**src/rtl/serial_bus_pkg.sv**
```systemverilog
// -----------------------------------------------------------------------------
// serial_bus_pkg
// Shared definitions for the serial system bus: transaction state encoding,
// transfer-mode encoding and the default slave-select width. The slave port and
// the arbiter use the same values, so they must not be changed locally.
// -----------------------------------------------------------------------------
package serial_bus_pkg;

    // Port transaction states (3-bit encoding shared across the bus).
    typedef enum logic [2:0] {
        ST_IDLE  = 3'd0,
        ST_REQ   = 3'd1,
        ST_ADDR  = 3'd2,
        ST_WDATA = 3'd3,
        ST_RDATA = 3'd4,
        ST_DONE  = 3'd5
    } state_t;

    localparam logic MODE_READ  = 1'b0;
    localparam logic MODE_WRITE = 1'b1;

    localparam int DEFAULT_SLAVE_ADDR_WIDTH = 4;

    // Larger of two integers, used to size counters shared by two phases.
    function automatic int max_int(input int a, input int b);
        return (a > b) ? a : b;
    endfunction

endpackage

```
**src/rtl/serial_beat_counter.sv**
```systemverilog
// -----------------------------------------------------------------------------
// serial_beat_counter
// Beat counter for serial bus ports. Counts enabled cycles from zero and flags
// the beat that equals the caller-supplied limit.
// Ports:
//   clk, rstn   clock, async active-low reset
//   clr         synchronous clear (takes priority over en)
//   en          advance by one beat
//   limit       index of the final beat of the current phase
//   cnt         current beat index
//   last        cnt == limit
// -----------------------------------------------------------------------------
module serial_beat_counter #(
    parameter int WIDTH = 4
) (
    input  logic             clk,
    input  logic             rstn,
    input  logic             clr,
    input  logic             en,
    input  logic [WIDTH-1:0] limit,
    output logic [WIDTH-1:0] cnt,
    output logic             last
);

    logic [WIDTH-1:0] cnt_r;

    // Beat index register: clear wins over advance.
    always_ff @(posedge clk or negedge rstn) begin
        if (!rstn) begin
            cnt_r <= '0;
        end else if (clr) begin
            cnt_r <= '0;
        end else if (en) begin
            cnt_r <= cnt_r + WIDTH'(1);
        end else begin
            cnt_r <= cnt_r;
        end
    end

    assign cnt  = cnt_r;
    assign last = (cnt_r == limit);

endmodule

```
**src/rtl/serial_master_port.sv**
```systemverilog
// -----------------------------------------------------------------------------
// serial_master_port
// Master-side port of the serial system bus. Takes one read/write request from
// a device, requests the bus, serialises the slave memory address and (for
// writes) the data LSB-first over LANES-bit beats, and for reads reassembles the
// returned beats into a word presented with a one-cycle drvalid strobe.
// Ports:
//   clk, rstn                    clock, async active-low reset
//   dwdata, daddr, dmode, dvalid device request (dmode 0 read / 1 write)
//   dready                       port idle; request taken on dvalid & dready
//   drdata, drvalid, derr        read result, strobe, timeout flag
//   mbreq, mbgrant               arbitration handshake
//   mslave                       slave select (upper address bits) while mbreq
//   mwdata, mvalid, mmode        outgoing beats and latched mode
//   mrdata, svalid               incoming read beats
// Optional feature: define SERIAL_MASTER_TIMEOUT_EN to abort a read after
// TIMEOUT_CYCLES consecutive cycles without svalid (drvalid with derr, drdata 0).
// -----------------------------------------------------------------------------
module serial_master_port
    import serial_bus_pkg::*;
#(
    parameter int ADDR_WIDTH       = 16,
    parameter int DATA_WIDTH       = 8,
    parameter int SLAVE_ADDR_WIDTH = DEFAULT_SLAVE_ADDR_WIDTH,
    parameter int LANES            = 1,
    parameter int TIMEOUT_CYCLES   = 64
) (
    input  logic                        clk,
    input  logic                        rstn,
    input  logic [DATA_WIDTH-1:0]       dwdata,
    input  logic [ADDR_WIDTH-1:0]       daddr,
    input  logic                        dmode,
    input  logic                        dvalid,
    output logic                        dready,
    output logic [DATA_WIDTH-1:0]       drdata,
    output logic                        drvalid,
    output logic                        derr,
    output logic                        mbreq,
    input  logic                        mbgrant,
    output logic [SLAVE_ADDR_WIDTH-1:0] mslave,
    output logic [LANES-1:0]            mwdata,
    output logic                        mmode,
    output logic                        mvalid,
    input  logic [LANES-1:0]            mrdata,
    input  logic                        svalid
);

    localparam int MEM_W  = ADDR_WIDTH - SLAVE_ADDR_WIDTH;
    localparam int ABEATS = MEM_W / LANES;
    localparam int DBEATS = DATA_WIDTH / LANES;
    localparam int CW     = $clog2(max_int(ABEATS, DBEATS) + 1);

    if (((DATA_WIDTH % LANES) != 0) || ((MEM_W % LANES) != 0)) begin : g_lane_check
        $error("serial_master_port: LANES must divide DATA_WIDTH and ADDR_WIDTH-SLAVE_ADDR_WIDTH");
    end
    if (TIMEOUT_CYCLES < 1) begin : g_timeout_check
        $error("serial_master_port: TIMEOUT_CYCLES must be at least 1");
    end

    state_t                  state_r, state_next_s;
    logic [ADDR_WIDTH-1:0]   addr_r;
    logic [DATA_WIDTH-1:0]   wdata_r, rdata_r, rdata_next_s, drdata_r;
    logic                    mode_r;
    logic [CW-1:0]           beat_s, beat_limit_s;
    logic                    beat_last_s, beat_en_s, beat_clr_s;
    logic                    timeout_s;

    // Transaction state register.
    always_ff @(posedge clk or negedge rstn) begin
        if (!rstn) begin
            state_r <= ST_IDLE;
        end else begin
            state_r <= state_next_s;
        end
    end

    // Next-state decode and beat-advance enable.
    always_comb begin
        state_next_s = state_r;
        beat_en_s    = 1'b0;
        case (state_r)
            ST_IDLE: begin
                if (dvalid) state_next_s = ST_REQ;
                else        state_next_s = state_r;
            end
            ST_REQ: begin
                if (mbgrant) state_next_s = ST_ADDR;
                else         state_next_s = state_r;
            end
            ST_ADDR: begin
                beat_en_s = 1'b1;
                if (beat_last_s) state_next_s = (mode_r == MODE_WRITE) ? ST_WDATA : ST_RDATA;
                else             state_next_s = state_r;
            end
            ST_WDATA: begin
                beat_en_s = 1'b1;
                if (beat_last_s) state_next_s = ST_DONE;
                else             state_next_s = state_r;
            end
            ST_RDATA: begin
                beat_en_s = svalid;
                if (svalid && beat_last_s) state_next_s = ST_DONE;
                else if (timeout_s)        state_next_s = ST_DONE;
                else                       state_next_s = state_r;
            end
            ST_DONE:  state_next_s = ST_IDLE;
            default:  state_next_s = ST_IDLE;
        endcase
    end

    // The address phase and the data phases have different beat counts.
    always_comb begin
        if (state_r == ST_ADDR) beat_limit_s = CW'(ABEATS - 1);
        else                    beat_limit_s = CW'(DBEATS - 1);
    end

    // Any state change restarts the beat count for the next phase.
    assign beat_clr_s = (state_next_s != state_r);

    serial_beat_counter #(
        .WIDTH (CW)
    ) u_beat_counter (
        .clk   (clk),
        .rstn  (rstn),
        .clr   (beat_clr_s),
        .en    (beat_en_s),
        .limit (beat_limit_s),
        .cnt   (beat_s),
        .last  (beat_last_s)
    );

    // Read word with the beat arriving this cycle merged in, so the final beat
    // can be published in the same edge that enters DONE.
    always_comb begin
        rdata_next_s = rdata_r;
        if ((state_r == ST_RDATA) && svalid) begin
            rdata_next_s[int'(beat_s)*LANES +: LANES] = mrdata;
        end else begin
            rdata_next_s = rdata_r;
        end
    end

    // Request latch on acceptance, read assembly and read-result register.
    always_ff @(posedge clk or negedge rstn) begin
        if (!rstn) begin
            addr_r   <= '0;
            wdata_r  <= '0;
            mode_r   <= MODE_READ;
            rdata_r  <= '0;
            drdata_r <= '0;
        end else if ((state_r == ST_IDLE) && dvalid) begin
            addr_r  <= daddr;
            wdata_r <= dwdata;
            mode_r  <= dmode;
            rdata_r <= '0;
        end else if (state_r == ST_RDATA) begin
            rdata_r <= rdata_next_s;
            if (state_next_s == ST_DONE) begin
                drdata_r <= timeout_s ? '0 : rdata_next_s;
            end
        end
    end

`ifdef SERIAL_MASTER_TIMEOUT_EN
    localparam int TW = $clog2(TIMEOUT_CYCLES + 1);

    logic [TW-1:0] idle_cnt_r;
    logic          err_r;

    // Consecutive cycles in RDATA without a slave beat.
    always_ff @(posedge clk or negedge rstn) begin
        if (!rstn) begin
            idle_cnt_r <= '0;
        end else if ((state_r != ST_RDATA) || svalid) begin
            idle_cnt_r <= '0;
        end else begin
            idle_cnt_r <= idle_cnt_r + TW'(1);
        end
    end

    // This cycle is the TIMEOUT_CYCLES-th silent one.
    assign timeout_s = (state_r == ST_RDATA) && !svalid &&
                       (idle_cnt_r == TW'(TIMEOUT_CYCLES - 1));

    // Error flag reported alongside the aborted read strobe.
    always_ff @(posedge clk or negedge rstn) begin
        if (!rstn) begin
            err_r <= 1'b0;
        end else if ((state_r == ST_IDLE) && dvalid) begin
            err_r <= 1'b0;
        end else if (timeout_s) begin
            err_r <= 1'b1;
        end else begin
            err_r <= err_r;
        end
    end

    assign derr = drvalid & err_r;
`else
    assign timeout_s = 1'b0;
    assign derr      = 1'b0;
`endif

    // Beat driver: zero whenever no beat is being presented.
    always_comb begin
        mwdata = '0;
        if (state_r == ST_ADDR)       mwdata = addr_r[int'(beat_s)*LANES +: LANES];
        else if (state_r == ST_WDATA) mwdata = wdata_r[int'(beat_s)*LANES +: LANES];
        else                          mwdata = '0;
    end

    assign dready  = (state_r == ST_IDLE);
    assign mbreq   = (state_r == ST_REQ) || (state_r == ST_ADDR) ||
                     (state_r == ST_WDATA) || (state_r == ST_RDATA);
    assign mvalid  = (state_r == ST_ADDR) || (state_r == ST_WDATA);
    assign mslave  = mbreq ? addr_r[ADDR_WIDTH-1 -: SLAVE_ADDR_WIDTH] : '0;
    assign mmode   = mode_r;
    assign drdata  = drdata_r;
    assign drvalid = (state_r == ST_DONE) && (mode_r == MODE_READ);

endmodule
```
**config.mk**
```make
export PLATFORM = sky130hd
export DESIGN_NAME = serial_master_port
export DESIGN_NICKNAME = d
export VERILOG_FILES = /design/src/rtl/serial_bus_pkg.sv /design/src/rtl/serial_beat_counter.sv /design/src/rtl/serial_master_port.sv
export SDC_FILE = /design/constraint.sdc
export NUM_CORES = 1
export LEC_CHECK = 0
export CAP_MARGIN = 20
export CORE_MARGIN = 10
export CORE_UTILIZATION = 25
export DETAILED_ROUTE_END_ITERATION = 16
export DONT_BUFFER_PORTS = 1
export REMOVE_ABC_BUFFERS = 1
export SLEW_MARGIN = 15
export SYNTH_ARGS = -nofsm -noshare
export SYNTH_HDL_FRONTEND = slang
export SYNTH_SLANG_ARGS = --single-unit
```
**constraint.sdc**
```tcl
create_clock -name clk -period 5.58 [get_ports clk]
set_input_delay 0.837 -clock clk [delete_from_list [all_inputs] [get_ports clk]]
set_output_delay 0.837 -clock clk [all_outputs]
set_load 0.005 [all_outputs]
```
==> results.txt <==
The global-route wire length before repair came out at 9.57 mm. The max-cap check violation count came out at 0. The area occupied by multi-input gates came out at 0.00132 mm2. The data required time at the worst endpoint is 4740 ps.

Clock-pin slew was measured on the worst setup and hold paths at 100 ps. The count of warnings emitted by yosys is 0. The worst reg-to-reg path cell count came out at 7. The die boundary width is 123 um. The flow ran to the end, and the final reports show no timing, DRC or antenna violations. The maximum number of pins on one net before global-route repair came out at 49.

The H-tree level count came out at 2. The total clock buffers created by CTS is 5. The post-synthesis average cell area is 10.9 um2. The die height is 123 um.

The number of nets in the layout came out at 270. The power density of the placed cells came out at 467 mW/mm2. The share of synthesized area in the top cell type comes to 0.454. The total of flip-flops plus latches after synthesis came out at 48. The HPWL after detailed placement is between 4 and 5 mm. The fill cell instance count of the final layout came out at about 1100. Setup total negative slack on the finished layout was measured at 0 ps. The arrival time of data at the critical path endpoint is 2220 ps. For this run, the total global-route usage over all layers was measured as 0.0781. The first detailed-routing pass ran for 4 iterations. The placeable core region is 0.0103 mm2.

Among all flip-flop cells after synthesis, the most frequent one is dfrtp_1. The number of port buffers is 0. By area the synthesized netlist is led by dfrtp_1 45%, mux2_1 7.2%, mux2i_1 4.5%. Counting instances in the post-synthesis netlist gives the leading cell types as 48 x dfrtp_1, 19 x nand2_1, 17 x mux2_1.

The hold violation count in the final report was 0. Routability-driven placement finished with a final weighted congestion of 0.753. The register-to-register setup slack is ~2800 ps. Of the total power, the share spent switching nets is 0.353. The global route total overflow is 0.

The final period utilization came out at 0.548. The clock sink count is 48. The buffer levels on the longest clock path came out at 2. The post-detailed-route via-to-cell ratio is 4.70. The utilization after layout came out at 0.278. After detailed routing, the average wire length per cell comes to 15.8 um.

The net switching power is 472 uW. In this run the core area contains 37 standard-cell rows. The sum of buffers and inverters on the critical path is 0. The synthesized netlist cell count is 242. The share of power burned in the clock network came out at 0.226. The initial antenna violation count came to 1. The count of flip-flops with a built-in enable after synthesis is 0. The maximum achievable frequency came out at 0.327 GHz. TritonCTS built the clock tree. dfrtp_1 is the most common cell in the netlist. The worst register-to-register path begins at u_beat_counter.cnt[1]$_DFFE_PN0P_. The setup path with the least slack is of type flop to output port. The largest stage delay on the critical path came out at 800 ps. The largest area contributor in the synthesized netlist is dfrtp_1. Summing every instance area after synthesis gives approximately 0.0026 mm2. The register area is 0.00120 mm2. The largest driver fanout on the critical path is 17.

The cell sitting at the root of the clock tree is a clkbuf_8. In this run the worst hold path is classified as input port to async pin. Measured against its own limit, the worst slew margin works out to 0.400. The cell family contributing the most delay on the critical path is multiplexers. The area growth from synthesis to final layout came out at 8.42%. The fraction of final layout cells sized beyond drive strength 1 is 0.128.

The count of nets left with antenna violations after detail routing is 0. Pin placement for this block handled 50 I/O pins. The number of failing setup endpoints in the final timing report came out at 0.

The critical path launch point type is a flop. The number of global-route vias before repair came out at 1750. The async set-or-reset flop fraction in the synthesized netlist came out at 1.00.

In this run the post-CTS setup repair buffer count came out at 0. The number of instances resized during post-cts repair came out at 0. The endpoint kind of the worst setup timing path is an output port. The number of buffers added to fix hold violations after cts came out at 0. The clock period minus final worst setup slack is approximately 3000 ps. The destination of the worst register-to-register timing path is drdata[6]$_DFFE_PN0P_. The overall die area came out at 0.0151 mm2.

For the pin with the worst max-slew slack, the measured transition is about 900 ps. The final routed DRC violation total came out at 0. The count of pins over their slew limit came to 0. The number of DRC violations after detailed-routing iteration 0 is 78. For this design the static power due to leakage is roughly 1.2 nW. The share of total power dissipated in combinational logic is 0.344.

The routed wire length is between 5 and 6 mm. Among all stages on the critical path, the largest delay is contributed by dfrtp_1. The final worst clock skew is 13.2 ps. The initial core utilization came out at 0.256. The clock latency of the later-clocked register in the worst-skew pair is 310 ps. The number of library cell types mapped by synthesis is 53.

Cell internal power was estimated by the tool at ~870 uW. The critical path goes through mux4_1, mux2_2, nand4_1, nand3_1. The largest vdd supply drop came out at approximately 0.22 mV.

Of the synthesized area, sequential elements account for 0.454. The routed layout has 1750 vias. Setup repair after global routing left no endpoint under its margin. Of the total power, registers draw 0.430.
## state kept, by name (all words and copies together), names as in the netlist
| name | flops |
|---|---|
| wdata_r | 8 |
| state_r | 3 |
| drdata | 8 |
| addr_r | 16 |
| mmode | 1 |
| rdata_r | 8 |
| u_beat_counter.cnt | 4 |
## final cells by class
cell class / count / share of cell area
clock inverters: 3 / 0.0240
well taps: 136 / 0.0594
clock buffers: 5 / 0.0240
diodes: 1 / 0.000873
flip-flops and latches: 48 / 0.419
multi-input cells: 171 / 0.461
repair buffers: 1 / 0.00262
inverters: 7 / 0.00917
## cell usage in the layout, fill, tap and decap left out, types with 2 or more instances in the layout
cell type / count
nor2_1: 13
a221oi_1: 2
nand2_1: 19
nand2b_1: 3
inv_1: 6
dfrtp_1: 48
nand4_1: 9
and3b_1: 2
mux2i_1: 12
xor2_1: 2
ha_1: 5
bufinv_16: 2
xnor2_1: 3
mux2_1: 17
clkbuf_8: 5
o22ai_1: 3
o21ai_1: 10
and2_1: 5
o21ai_0: 6
a31oi_1: 4
mux2_2: 9
a2111oi_0: 2
a21boi_1: 2
nand3_1: 10
nor2b_1: 3
a21oi_1: 4
nor3_1: 4
## metal layers
layer | GRT usage | wire [um] | vias up
met3 | 0.0505 | 725 | 6
met5 | 0 | 0 | -
met1 | 0.0879 | 2410 | 849
met4 | 0.0133 | 36 | 0
met2 | 0.124 | 2700 | 37
li1 | - | - | 858
## worst max-delay path by stage
stage / from / to / slack [ps] / cells after the start
CTS: u_beat_counter.cnt[0]$_DFFE_PN0P_ / mwdata / 2510 / 4
floorplan: u_beat_counter.cnt[0]$_DFFE_PN0P_ / mwdata / 3070 / 4
detailed placement: u_beat_counter.cnt[1]$_DFFE_PN0P_ / drdata[6]$_DFFE_PN0P_ / 2810 / 7
finish: u_beat_counter.cnt[0]$_DFFE_PN0P_ / mwdata / 2520 / 4
global placement: u_beat_counter.cnt[0]$_DFFE_PN0P_ / mwdata / 2900 / 4
global route: u_beat_counter.cnt[0]$_DFFE_PN0P_ / mwdata / 2400 / 4
## per-stage QoR
step                instance area, um2  power (mW)  worst slack [ps]  hold WS [ps]  cells
floorplan                         2550       0.927              3070           449    226
global placement                  2730        1.04              2900           471    363
detailed placement                2730        1.05              2810           476    363
CTS                               2860        1.36              2510           200    371
global route                      2870        1.44              2400           192    372
finish                            2870        1.34              2520           213    372
## cells by family (layout without fill, tap and decap cells)
| family | after synthesis | in the layout | share of synthesized area |
|---|---|---|---|
| compound gates | 39 | 39 | 0.101 |
| xor+xnor | 5 | 5 | 0.0166 |
| other cells | 1 | 2 | 0.00142 |
| fa+ha+maj | 5 | 5 | 0.0237 |
| simple gates | 80 | 80 | 0.177 |
| flops | 48 | 48 | 0.454 |
| mux | 41 | 41 | 0.180 |
| buf+inv | 23 | 16 | 0.0459 |
## power groups by stage
stage / clock (mW) / sequential (mW) / combinational [mW]
after floorplan: 0 / 0.541 / 0.386
after global placement: 0 / 0.584 / 0.455
after detailed placement: 0 / 0.585 / 0.467
after CTS: 0.312 / 0.578 / 0.470
after global routing: 0.325 / 0.596 / 0.514
final: 0.302 / 0.575 / 0.461
Note: power is estimated with default switching activity, not from simulation.
==> RTL edit: new RTL, config.mk and constraints unchanged <==
Re-encode `state_t` (6 states) as Gray code, 3 bits wide.
--- a/src/rtl/serial_bus_pkg.sv
+++ b/src/rtl/serial_bus_pkg.sv
@@ -8,12 +8,12 @@
 
     // Port transaction states (3-bit encoding shared across the bus).
     typedef enum logic [2:0] {
-        ST_IDLE  = 3'd0,
-        ST_REQ   = 3'd1,
-        ST_ADDR  = 3'd2,
-        ST_WDATA = 3'd3,
-        ST_RDATA = 3'd4,
-        ST_DONE  = 3'd5
+        ST_IDLE  = 3'b000,
+        ST_REQ   = 3'b001,
+        ST_ADDR  = 3'b011,
+        ST_WDATA = 3'b010,
+        ST_RDATA = 3'b110,
+        ST_DONE  = 3'b111
     } state_t;
 
     localparam logic MODE_READ  = 1'b0;
Behaviour: no difference found for any inputs over 10 cycles, from zero or initial values and one cycle with rstn low; not proved beyond that.
==> RTL edit against the original RTL <==
Non-clock buffer count did not move; die area decreased by 0.40%; final area down 2.0%; total power up 3.4%; synthesized area down 0.47%; wire length grew 1.5%; sequential cell count did not move; worst setup slack worse by 0.043 ns; count of clock-buffer cells in the layout rose by 3; largest cell class unchanged; highest routed layer is now met5.
==> RTL edit: results (changes against the original RTL) <==
----------------------------------------------------
[Critical path]
  Register-to-Register Setup Slack ... 2.94 ns (was 2.78 ns)
  Critical path arrival ... 2.27 ns (was 2.22 ns)
  Path depth of the worst reg2reg path ... 7 (unchanged)
  CP max stage delay ... 0.99 ns (was 0.80 ns)

[Drt]
  Avg WL per Cell ... 16.0 um (was 15.8 um)
  Routed via count divided by cell count ... 4.65 (was 4.70)
  Number of DRC markers after the initial detailed-route iteration ... 39 (was 78)

[Run status]
  Status ... finished, final reports clean (unchanged)

[Synth]
  Number of distinct standard cells referenced by the synthesized netlist ... 51 (was 53)
  Post-Syn Instances ... 241 (was 242)
  Leading cell types by count after synthesis ... dfrtp_1, mux2_1, nor2_1 (was dfrtp_1, nand2_1, mux2_1)
  Main area contributors after synthesis ... dfrtp_1, mux2_1, mux2i_1 (unchanged)
  Primary FF master, synth ... dfrtp_1 (unchanged)

[Global route]
  Initial antenna violation count ... 4 (was 1)
  Wire length of the first global-routing pass ... 10000 um (was 9570 um)
  Via count of the first global-routing pass ... 1,842 (was 1,750)
  Overall routing resource usage ... 8.34% (was 7.81%)

[Placed design]
  Final weighted congestion of routability-driven global placement ... 0.779 (was 0.753)
  Total cell area at the placement stage ... 2710 um^2 (was 2730 um^2)
  Post-place setup slack ... 2.76 ns (was 2.81 ns)
  Dpl cells ... 362 (was 363)
  DP HPWL ... 4500 um (was 4490 um)

[Timing]
  Maximum clock skew at final layout ... 0.00618 ns (was 0.0132 ns)
  Worst hold-check slack ... 0.232 ns (was 0.213 ns)
  Slew HR ... 35.4% (was 40.0%)

[Final layout]
  Non-filler instance count after layout ... 373 (was 372)
  Fraction of final layout cells with drive strength greater than 1 ... 7.69% (was 12.8%)

[Clock tree]
  Worst-skew pair later-pin latency ... 0.29 ns (was 0.31 ns)

[Pwr]
  Static leakage power ... 1.17 nW (about the same)

----------------------------------------------------
[RTL edit: area by class of cell]
class                           instances  area [um^2]
Fill cell                            1095         7470
Multi-Input combinational cell        170         1310
Sequential cell                        48         1200
Tap cell                              136          170
Clock buffer                            8         90.1
Inverter                                7         26.3
Timing Repair Buffer                    1         7.51
Antenna cell                            3         7.51
[RTL edit: layer usage]
layer / track usage [%] / share of wire [%] / vias to the layer above
met5: 0 / 0.22 / -
met4: 1.99 / 0.85 / 2
met3: 4.22 / 11 / 8
met2: 13.2 / 47 / 38
met1: 9.93 / 42 / 850
li1: - / - / 838
[RTL edit: kinds of logic (layout without fill, tap and decap cells)]
group | after synthesis | count (layout) | synth area share (%)
and+or+nand+nor | 76 | 76 | 16.2
DFF | 48 | 48 | 45.6
muxes | 44 | 44 | 19.1
AOI/OAI and AO/OA | 39 | 39 | 10.0
buffers and inverters | 23 | 16 | 4.66
adders and majority gates | 6 | 6 | 2.85
xor gates and xnor gates | 4 | 4 | 1.33
other | 1 | 4 | 0.143
[RTL edit: report_power, final]
| group | leakage [nW] | switching (mW) | internal (mW) |
|---|---|---|---|
| registers | 0.607 | 0.162 | 0.479 |
| logic | 0.512 | 0.262 | 0.268 |
| clock network | 0.0455 | 0.110 | 0.101 |
| total | 1.17 | 0.534 | 0.849 |
[RTL edit: worst max path at each step]
stage	to	slack [ns]	cells past startpoint
floorplan	mwdata	3.11	3
global placement	mwdata	2.85	3
detailed placement	mwdata	2.76	3
CTS	mwdata	2.43	3
global route	mwdata	2.32	3
finish	mwdata	2.48	3
[RTL edit: worst max-delay path: cells and delay by family, from the launching register on]
kind	cells	cell delay, ns
muxes	2	0.81
DFF	1	0.99
AOI/OAI and AO/OA	1	0.17
